$ cat src/rtl/id_decode_buf_pkg.sv
// Shared decode definitions: opcode map, opcode class masks, register-use
// helpers and the decoded-field record carried by the output register.
package id_decode_buf_pkg;

    localparam int OPC_W = 8;
    localparam int REG_W = 4;
    localparam int BCC_W = 4;

    localparam logic [OPC_W-1:0] OPC_NOP     = 8'h00;
    localparam logic [OPC_W-1:0] OPC_ADD     = 8'h01;
    localparam logic [OPC_W-1:0] OPC_ADDI    = 8'h02;
    localparam logic [OPC_W-1:0] OPC_ADDIS   = 8'h03;
    localparam logic [OPC_W-1:0] OPC_LD      = 8'h04;
    localparam logic [OPC_W-1:0] OPC_ST      = 8'h05;
    localparam logic [OPC_W-1:0] OPC_BCC     = 8'h06;
    localparam logic [OPC_W-1:0] OPC_MOV     = 8'h07;
    localparam logic [OPC_W-1:0] OPC_S_SRMOV = 8'h10;
    localparam logic [OPC_W-1:0] OPC_S_SRBCC = 8'h11;

    // One bit per opcode value; a set bit places the opcode in the class.
    localparam logic [255:0] IMM_CLASS_MASK =
        (256'd1 << OPC_ADDI) | (256'd1 << OPC_ADDIS) | (256'd1 << OPC_LD) |
        (256'd1 << OPC_ST)   | (256'd1 << OPC_BCC)   | (256'd1 << OPC_S_SRBCC);
    localparam logic [255:0] SGN_CLASS_MASK =
        (256'd1 << OPC_ADDIS) | (256'd1 << OPC_LD) | (256'd1 << OPC_ST) |
        (256'd1 << OPC_BCC)   | (256'd1 << OPC_S_SRBCC);

    typedef struct packed {
        logic [BCC_W-1:0] bcc;
        logic [REG_W-1:0] tgt_gp;
        logic [REG_W-1:0] src_gp;
        logic [REG_W-1:0] tgt_sr;
        logic [REG_W-1:0] src_sr;
        logic             imm_en;
        logic             sgn_en;
    } dec_fields_t;

    function automatic logic is_imm_fn(input logic [OPC_W-1:0] op);
        return IMM_CLASS_MASK[op];
    endfunction

    function automatic logic is_sgn_fn(input logic [OPC_W-1:0] op);
        return SGN_CLASS_MASK[op];
    endfunction

    function automatic logic is_special_fn(input logic [OPC_W-1:0] op);
        return (op == OPC_S_SRMOV) || (op == OPC_S_SRBCC);
    endfunction

    function automatic logic reg_src_read_fn(input logic [OPC_W-1:0] op);
        logic rd;
        case (op)
            OPC_ADD, OPC_MOV, OPC_LD, OPC_ST: rd = 1'b1;
            default:                          rd = 1'b0;
        endcase
        return rd;
    endfunction

    function automatic logic reg_tgt_read_fn(input logic [OPC_W-1:0] op);
        logic rd;
        case (op)
            OPC_ADD, OPC_ADDI, OPC_ADDIS,
            OPC_LD, OPC_ST, OPC_MOV:      rd = 1'b1;
            default:                      rd = 1'b0;
        endcase
        return rd;
    endfunction

endpackage

$ cat src/rtl/id_decode_buf_skid_fifo.sv
// Small circular skid buffer holding {pc, instr} beats ahead of decode.
// Any DEPTH >= 1 is supported; pointers wrap explicitly at DEPTH-1.
module id_skid_fifo #(
    parameter int DEPTH = 2,
    parameter int WIDTH = 48
) (
    input  logic             clk,
    input  logic             rst,
    input  logic             flush,
    input  logic             push,
    input  logic             pop,
    input  logic [WIDTH-1:0] wdata,
    output logic [WIDTH-1:0] rdata,
    output logic             full,
    output logic             empty
);

    localparam int CNT_BITS = $clog2(DEPTH + 1);
    localparam int PTR_W    = (DEPTH > 1) ? $clog2(DEPTH) : 1;
    localparam logic [PTR_W-1:0]    LAST_PTR = PTR_W'(DEPTH - 1);
    localparam logic [CNT_BITS-1:0] FULL_CNT = CNT_BITS'(DEPTH);

    logic [WIDTH-1:0]    mem_r [DEPTH];
    logic [PTR_W-1:0]    wr_ptr_r;
    logic [PTR_W-1:0]    rd_ptr_r;
    logic [CNT_BITS-1:0] count_r;
    logic                push_ok_s;
    logic                pop_ok_s;

    function automatic logic [PTR_W-1:0] next_ptr_fn(input logic [PTR_W-1:0] p);
        return (p == LAST_PTR) ? '0 : p + PTR_W'(1);
    endfunction

    assign full      = (count_r == FULL_CNT);
    assign empty     = (count_r == '0);
    assign push_ok_s = push && !full;
    assign pop_ok_s  = pop && !empty;
    assign rdata     = mem_r[rd_ptr_r];

    // Storage, pointers and occupancy; flush empties the buffer in one edge.
    always_ff @(posedge clk or posedge rst) begin
        if (rst) begin
            for (int i = 0; i < DEPTH; i++) begin
                mem_r[i] <= '0;
            end
            wr_ptr_r <= '0;
            rd_ptr_r <= '0;
            count_r  <= '0;
        end else if (flush) begin
            wr_ptr_r <= '0;
            rd_ptr_r <= '0;
            count_r  <= '0;
        end else begin
            if (push_ok_s) begin
                mem_r[wr_ptr_r] <= wdata;
                wr_ptr_r        <= next_ptr_fn(wr_ptr_r);
            end
            if (pop_ok_s) begin
                rd_ptr_r <= next_ptr_fn(rd_ptr_r);
            end
            case ({push_ok_s, pop_ok_s})
                2'b10:   count_r <= count_r + CNT_BITS'(1);
                2'b01:   count_r <= count_r - CNT_BITS'(1);
                default: count_r <= count_r;
            endcase
        end
    end

endmodule

$ cat src/rtl/id_decode_buf.sv
// Instruction-decode stage: skid FIFO in front, combinational decode of the
// FIFO head, and a registered output record with stall bubbles and flush.
module id_decode_buf
    import id_decode_buf_pkg::*;
#(
    parameter int PC_W    = 24,
    parameter int INSTR_W = 24,
    parameter int DATA_W  = 24,
    parameter int IMM_W   = 12,
    parameter int DEPTH   = 2,
    parameter int CNT_W   = 16
) (
    input  logic               clk,
    input  logic               rst,
    input  logic               enable_in,
    output logic               enable_out,
    input  logic               in_valid,
    output logic               in_ready,
    input  logic [PC_W-1:0]    in_pc,
    input  logic [INSTR_W-1:0] in_instr,
    input  logic               stall_in,
    input  logic               flush_in,
    output logic               out_valid,
    input  logic               out_ready,
    output logic [PC_W-1:0]    pc_out,
    output logic [INSTR_W-1:0] instr_out,
    output logic [3:0]         bcc_out,
    output logic [3:0]         tgt_gp_out,
    output logic [3:0]         src_gp_out,
    output logic [3:0]         tgt_sr_out,
    output logic [3:0]         src_sr_out,
    output logic               imm_en_out,
    output logic               sgn_en_out,
    output logic [DATA_W-1:0]  imm_val_out,
    output logic [CNT_W-1:0]   bubble_cnt_out
);

    logic                fifo_full_s;
    logic                fifo_empty_s;
    logic                fifo_flush_s;
    logic                push_s;
    logic                pop_s;
    logic                load_s;
    logic [PC_W+INSTR_W-1:0] head_s;
    logic [PC_W-1:0]     head_pc_s;
    logic [INSTR_W-1:0]  head_instr_s;

    logic [INSTR_W-1:0]  dec_instr_s;
    logic [OPC_W-1:0]    dec_op_s;
    dec_fields_t         dec_s;
    logic [IMM_W-1:0]    imm_raw_s;
    logic [DATA_W-1:0]   imm_val_s;

    logic                out_valid_r;
    logic [PC_W-1:0]     pc_r;
    logic [INSTR_W-1:0]  instr_r;
    dec_fields_t         fields_r;
    logic [DATA_W-1:0]   imm_val_r;
    logic [CNT_W-1:0]    bubble_cnt_r;

    // in_ready looks only at enable and FIFO occupancy, never at out_ready.
    assign enable_out   = enable_in;
    assign in_ready     = enable_in && !fifo_full_s;
    assign push_s       = in_valid && in_ready && !flush_in;
    assign load_s       = (!out_valid_r || out_ready) && !flush_in;
    assign pop_s        = enable_in && load_s && !stall_in && !fifo_empty_s;
    assign fifo_flush_s = enable_in && flush_in;
    assign head_pc_s    = head_s[PC_W+INSTR_W-1 -: PC_W];
    assign head_instr_s = head_s[INSTR_W-1:0];

    id_skid_fifo #(
        .DEPTH (DEPTH),
        .WIDTH (PC_W + INSTR_W)
    ) u_fifo (
        .clk   (clk),
        .rst   (rst),
        .flush (fifo_flush_s),
        .push  (push_s),
        .pop   (pop_s),
        .wdata ({in_pc, in_instr}),
        .rdata (head_s),
        .full  (fifo_full_s),
        .empty (fifo_empty_s)
    );

    // Decode of the FIFO head; a NOP is squashed to an all-zero instruction.
    always_comb begin
        dec_s = '0;
        if (head_instr_s[INSTR_W-1 -: OPC_W] == OPC_NOP) begin
            dec_instr_s = '0;
        end else begin
            dec_instr_s = head_instr_s;
        end
        dec_op_s   = dec_instr_s[INSTR_W-1 -: OPC_W];
        dec_s.bcc  = dec_instr_s[15:12];
        if (is_special_fn(dec_op_s)) begin
            dec_s.tgt_sr = dec_instr_s[7:4];
            dec_s.src_sr = dec_instr_s[3:0];
        end else begin
            dec_s.tgt_gp = reg_tgt_read_fn(dec_op_s) ? dec_instr_s[7:4] : 4'h0;
            dec_s.src_gp = reg_src_read_fn(dec_op_s) ? dec_instr_s[3:0] : 4'h0;
        end
        dec_s.imm_en = is_imm_fn(dec_op_s);
        dec_s.sgn_en = is_sgn_fn(dec_op_s);
        imm_raw_s    = dec_instr_s[IMM_W-1:0];
        if (dec_s.sgn_en && dec_s.imm_en) begin
            imm_val_s = DATA_W'($signed(imm_raw_s));
        end else begin
            imm_val_s = DATA_W'(imm_raw_s);
        end
    end

    // Output record register and saturating bubble counter.
    always_ff @(posedge clk or posedge rst) begin
        if (rst) begin
            out_valid_r  <= 1'b0;
            pc_r         <= '0;
            instr_r      <= '0;
            fields_r     <= '0;
            imm_val_r    <= '0;
            bubble_cnt_r <= '0;
        end else if (enable_in) begin
            if (flush_in) begin
                out_valid_r <= 1'b0;
                pc_r        <= '0;
                instr_r     <= '0;
                fields_r    <= '0;
                imm_val_r   <= '0;
            end else if (load_s) begin
                if (stall_in) begin
                    // Bubble: head stays in the FIFO, PC tracks it when present.
                    out_valid_r <= 1'b1;
                    instr_r     <= '0;
                    fields_r    <= '0;
                    imm_val_r   <= '0;
                    if (!fifo_empty_s) begin
                        pc_r <= head_pc_s;
                    end
                    if (bubble_cnt_r != '1) begin
                        bubble_cnt_r <= bubble_cnt_r + CNT_W'(1);
                    end
                end else if (!fifo_empty_s) begin
                    out_valid_r <= 1'b1;
                    pc_r        <= head_pc_s;
                    instr_r     <= dec_instr_s;
                    fields_r    <= dec_s;
                    imm_val_r   <= imm_val_s;
                end else begin
                    out_valid_r <= 1'b0;
                end
            end
        end
    end

    assign out_valid      = out_valid_r;
    assign pc_out         = pc_r;
    assign instr_out      = instr_r;
    assign bcc_out        = fields_r.bcc;
    assign tgt_gp_out     = fields_r.tgt_gp;
    assign src_gp_out     = fields_r.src_gp;
    assign tgt_sr_out     = fields_r.tgt_sr;
    assign src_sr_out     = fields_r.src_sr;
    assign imm_en_out     = fields_r.imm_en;
    assign sgn_en_out     = fields_r.sgn_en;
    assign imm_val_out    = imm_val_r;
    assign bubble_cnt_out = bubble_cnt_r;

endmodule

$ cat config.mk
export PLATFORM = sky130hd
export DESIGN_NAME = id_decode_buf
export DESIGN_NICKNAME = d
export VERILOG_FILES = /design/src/rtl/id_decode_buf_pkg.sv /design/src/rtl/id_decode_buf_skid_fifo.sv /design/src/rtl/id_decode_buf.sv
export SDC_FILE = /design/constraint.sdc
export NUM_CORES = 1
export LEC_CHECK = 0
export BUFFER_PORTS_ARGS = -buffer_cell sky130_fd_sc_hd__buf_2
export CORE_ASPECT_RATIO = 1.5
export CORE_MARGIN = 4
export CORE_UTILIZATION = 52
export CTS_BUF_LIST = sky130_fd_sc_hd__clkbuf_8
export DETAILED_ROUTE_END_ITERATION = 12
export GPL_TIMING_DRIVEN = 0
export PLACE_DENSITY = 0.82
export SETUP_SLACK_MARGIN = 0.2
export SYNTH_ARGS = -nofsm -noshare
export SYNTH_HDL_FRONTEND = slang
export SYNTH_SLANG_ARGS = --single-unit
$ cat constraint.sdc
create_clock -name clk -period 6.45 [get_ports clk]
set_input_delay 1.6125 -clock clk [delete_from_list [all_inputs] [get_ports clk]]
set_output_delay 1.6125 -clock clk [all_outputs]
set_load 0.02 [all_outputs]
==> flow_metrics.tcl <==
set metrics [dict create \
    final_nets 868 \
    die_area_um2 18200 \
    cpMostUsedCell "buf_2" \
    crit_type "primary input to output pin" \
    cts_tree "built" \
    crit_path_cell_trace "buf_2 -> buf_4 -> and2_1 -> buf_2" \
    cts_buffers 17 \
    drtIter0Drc 210 \
    switching_share_pct 34.6 \
    ys_seq_area_share_pct 55.2 \
    grt_pass1_wl_um 30500 \
    p_int_uw 2470 \
    cts_max_level 4 \
    setup_viol 0 \
    yosys.area_share.simple_pct 6.53 \
    cp.arrival_ps 2220 \
    routedWlPerCell_um 18.1 \
    cp.buffers_inverters 3 \
    synth_compound_area_share_pct 8.81 \
    synth_top_family_by_area "multiplexers" \
    synthArstFlopShare_pct 100 \
    vdd_ir_drop_max_mv 0.254 \
    layout_common_cells "184 x dfrtp_1, 180 x buf_2, 104 x mux2_2, 44 x mux2i_1, 34 x buf_4" \
    synth.distinct_cells 71 \
    critPathTopFamily "buffers and inverters" \
    grt_util_all_layers_pct 21.1 \
    io-pin-count 168 \
    ys_top_cells_by_area "dfrtp_1 55%, mux2_2 14%, mux2i_1 5.3%" \
    slowest_delay_ps 180 \
    synth-xor-area-share_pct 1.26 \
    crit_slowest_cell "buf_4" \
    ys_warn_count 0 \
    min_period_ps 3830 \
    postCtsResizedCells 0 \
    max_freq_ghz 0.261 \
    synth.avg_cell_area_um2 13.4 \
    initial_core_util_pct 53.1 \
    antenna_found_initial 3 \
    die_w_um 111 \
    clk_latency_ps 470 \
    relSlewSlack_pct 57.1 \
    die_h_um 163 \
    clock_sinks 184 \
    grt_pass1_vias 5921 \
    synth_fa_ha_area_share_pct 0.150 \
    gp_congestion 0.815 \
    synthFlopType "dfrtp_1" \
    cp-end-kind "output pin" \
    synthMuxAreaShare_pct 22.5 \
    holdBufCountCts 0 \
    p_clk_share_pct 20.1 \
    clk_pin_slew_ps 100 \
    dpl.hpwl_um 13700 \
    netlist_area_um2 8330 \
    finalCritPeriodShare_pct 59.4 \
    grt_overflow 0 \
    status "finished clean" \
    rows 56 \
    mostFrequentLayoutCell "dfrtp_1" \
    synthCells 622 \
    worst_pin_slew_ps 639 \
    finClkSkew_ps 13.1 \
    drive_above_1_share_pct 46.4 \
    syn-num-nets 678 \
    cp.required_ps 4840 \
    area_growth_pct 18.9 \
    cts.path.max_buffers 2 \
    power.total_uw 3780 \
    hold_violations 0 \
    startpoint_type "primary input" \
    core_area_um2 15700 \
    port_buffers 166 \
    maxSlewViolCount 0 \
    clockRootBuffer "clkbuf_8" \
    vias 5648 \
    synth-seq-cells 184 \
    wl_um 18600 \
    critPathMaxFanout 10 \
    route.detailed.drc 0 \
    hold_path.class "flop to flop" \
    yosys.area.top_type "dfrtp_1" \
    ant_nets 0 \
    synth_top_area_share_pct 55.2 \
    rsz0062_at_grt "no" \
    finalSetupTns_ps 0 \
    combPwrFrac_pct 32.1 \
    via_per_inst 5.49 \
    synth-edff-count 0 \
    grt_max_degree 42 \
    power.static_leakage_uw 0.00486 \
    p_sw_uw 1310 \
    power_density_nw_per_um2 381 \
    power_frac_seq_pct 47.8 \
    drt_first_pass_iters 4 \
    cts_setup_buffers 0 \
    maxCapViolCount 0 \
]
==> flip-flops by register name, summed over array words and instances, names as in the netlist, 4 cells and up <==
register and flops:
bubble_cnt_out 16, src_gp_out 4, tgt_sr_out 4, instr_out 24, src_sr_out 4, tgt_gp_out 4
pc_out 24, u_fifo.mem_r 96
==> stage by stage <==
stage,worst slack (ps),cell area (um2),hold WS [ps],utilization [%],instances
global placement,1410,9420,467,60.0,991
floorplan,2470,8340,460,-,622
detailed placement,2610,9520,470,60.7,996
global route,2570,9910,508,63.2,1029
finish,2620,9910,491,63.2,1029
CTS,2610,9910,496,63.1,1028
==> cell type report <==
| type | count | area [um2] |
|---|---|---|
| fillers | 1289 | 5780 |
| flip-flops and latches | 184 | 4600 |
| multi-input cells | 365 | 3270 |
| repair buffers | 171 | 931 |
| plain buffers | 62 | 415 |
| well taps | 203 | 254 |
| clock buffers | 18 | 248 |
| clock inverters | 14 | 139 |
| inverters | 11 | 45.0 |
| diodes | 1 | 2.50 |
==> per-layer routing <==
layer  GRT usage (%)  share of wire (%)  vias up
li1                -                  -     2626
met1            25.5                 40     2828
met2            35.9                 52      149
met3            5.30                5.2       41
met4            9.41                3.3        4
met5               0               0.14        -
==> path summary, 6_finish.rpt <==
check	startpoint	endpoint	slack, ps	depth (start not counted)
max	enable_in	in_ready	2620	4
min	src_sr_out[3]$_DFFE_PP0P_	src_sr_out[3]$_DFFE_PP0P_	490	1
min reg2reg	src_sr_out[3]$_DFFE_PP0P_	src_sr_out[3]$_DFFE_PP0P_	490	1
min in group asynchronous	rst	src_sr_out[2]$_DFFE_PP0P_	1180	3
max in group asynchronous	rst	pc_out[9]$_DFFE_PP0P_	4560	5
max reg2reg	u_fifo.count_r[0]$_DFFE_PP0P_	pc_out[18]$_DFFE_PP0P_	4210	5
==> synth_stat cells, types with 2 or more instances <==
cell type  instances
a2111oi_0          3
a211oi_1           2
a21oi_1            8
a22o_1             9
a22oi_1            2
a31oi_1            2
and2_1             2
buf_2             14
buf_4             34
buf_6              5
clkbuf_1           8
dfrtp_1          184
inv_1             11
mux2_1            13
mux2_2           104
mux2_4             7
mux2i_1           44
nand2_1           12
nand2b_1           2
nand3_1            5
nand4_1            6
nor2_1            28
nor3_1             9
nor3b_1            2
nor4_1             6
nor4b_1            4
o211ai_1           2
o21ai_0            7
o2bb2ai_1         33
o311ai_0           2
or2_2              2
xnor2_1            2
xor2_1            10
==> cells by family after synthesis <==
group                      after synthesis
buffers and inverters                   73
AOI/OAI and AO/OA                       88
xor gates and xnor gates                12
DFF                                    184
adders and majority gates                1
and+or+nand+nor                         95
muxes                                  169
==> power by group through the flow <==
stage | Sequential, uW | Clock, uW | Combinational, uW
final | 1810 | 759 | 1210
after global routing | 1860 | 821 | 1330
after CTS | 1800 | 780 | 1230
after detailed placement | 1830 | 0 | 1230
after global placement | 1810 | 0 | 1180
after floorplan | 1890 | 0 | 783
No activity file was read; power rests on OpenSTA's default activity.
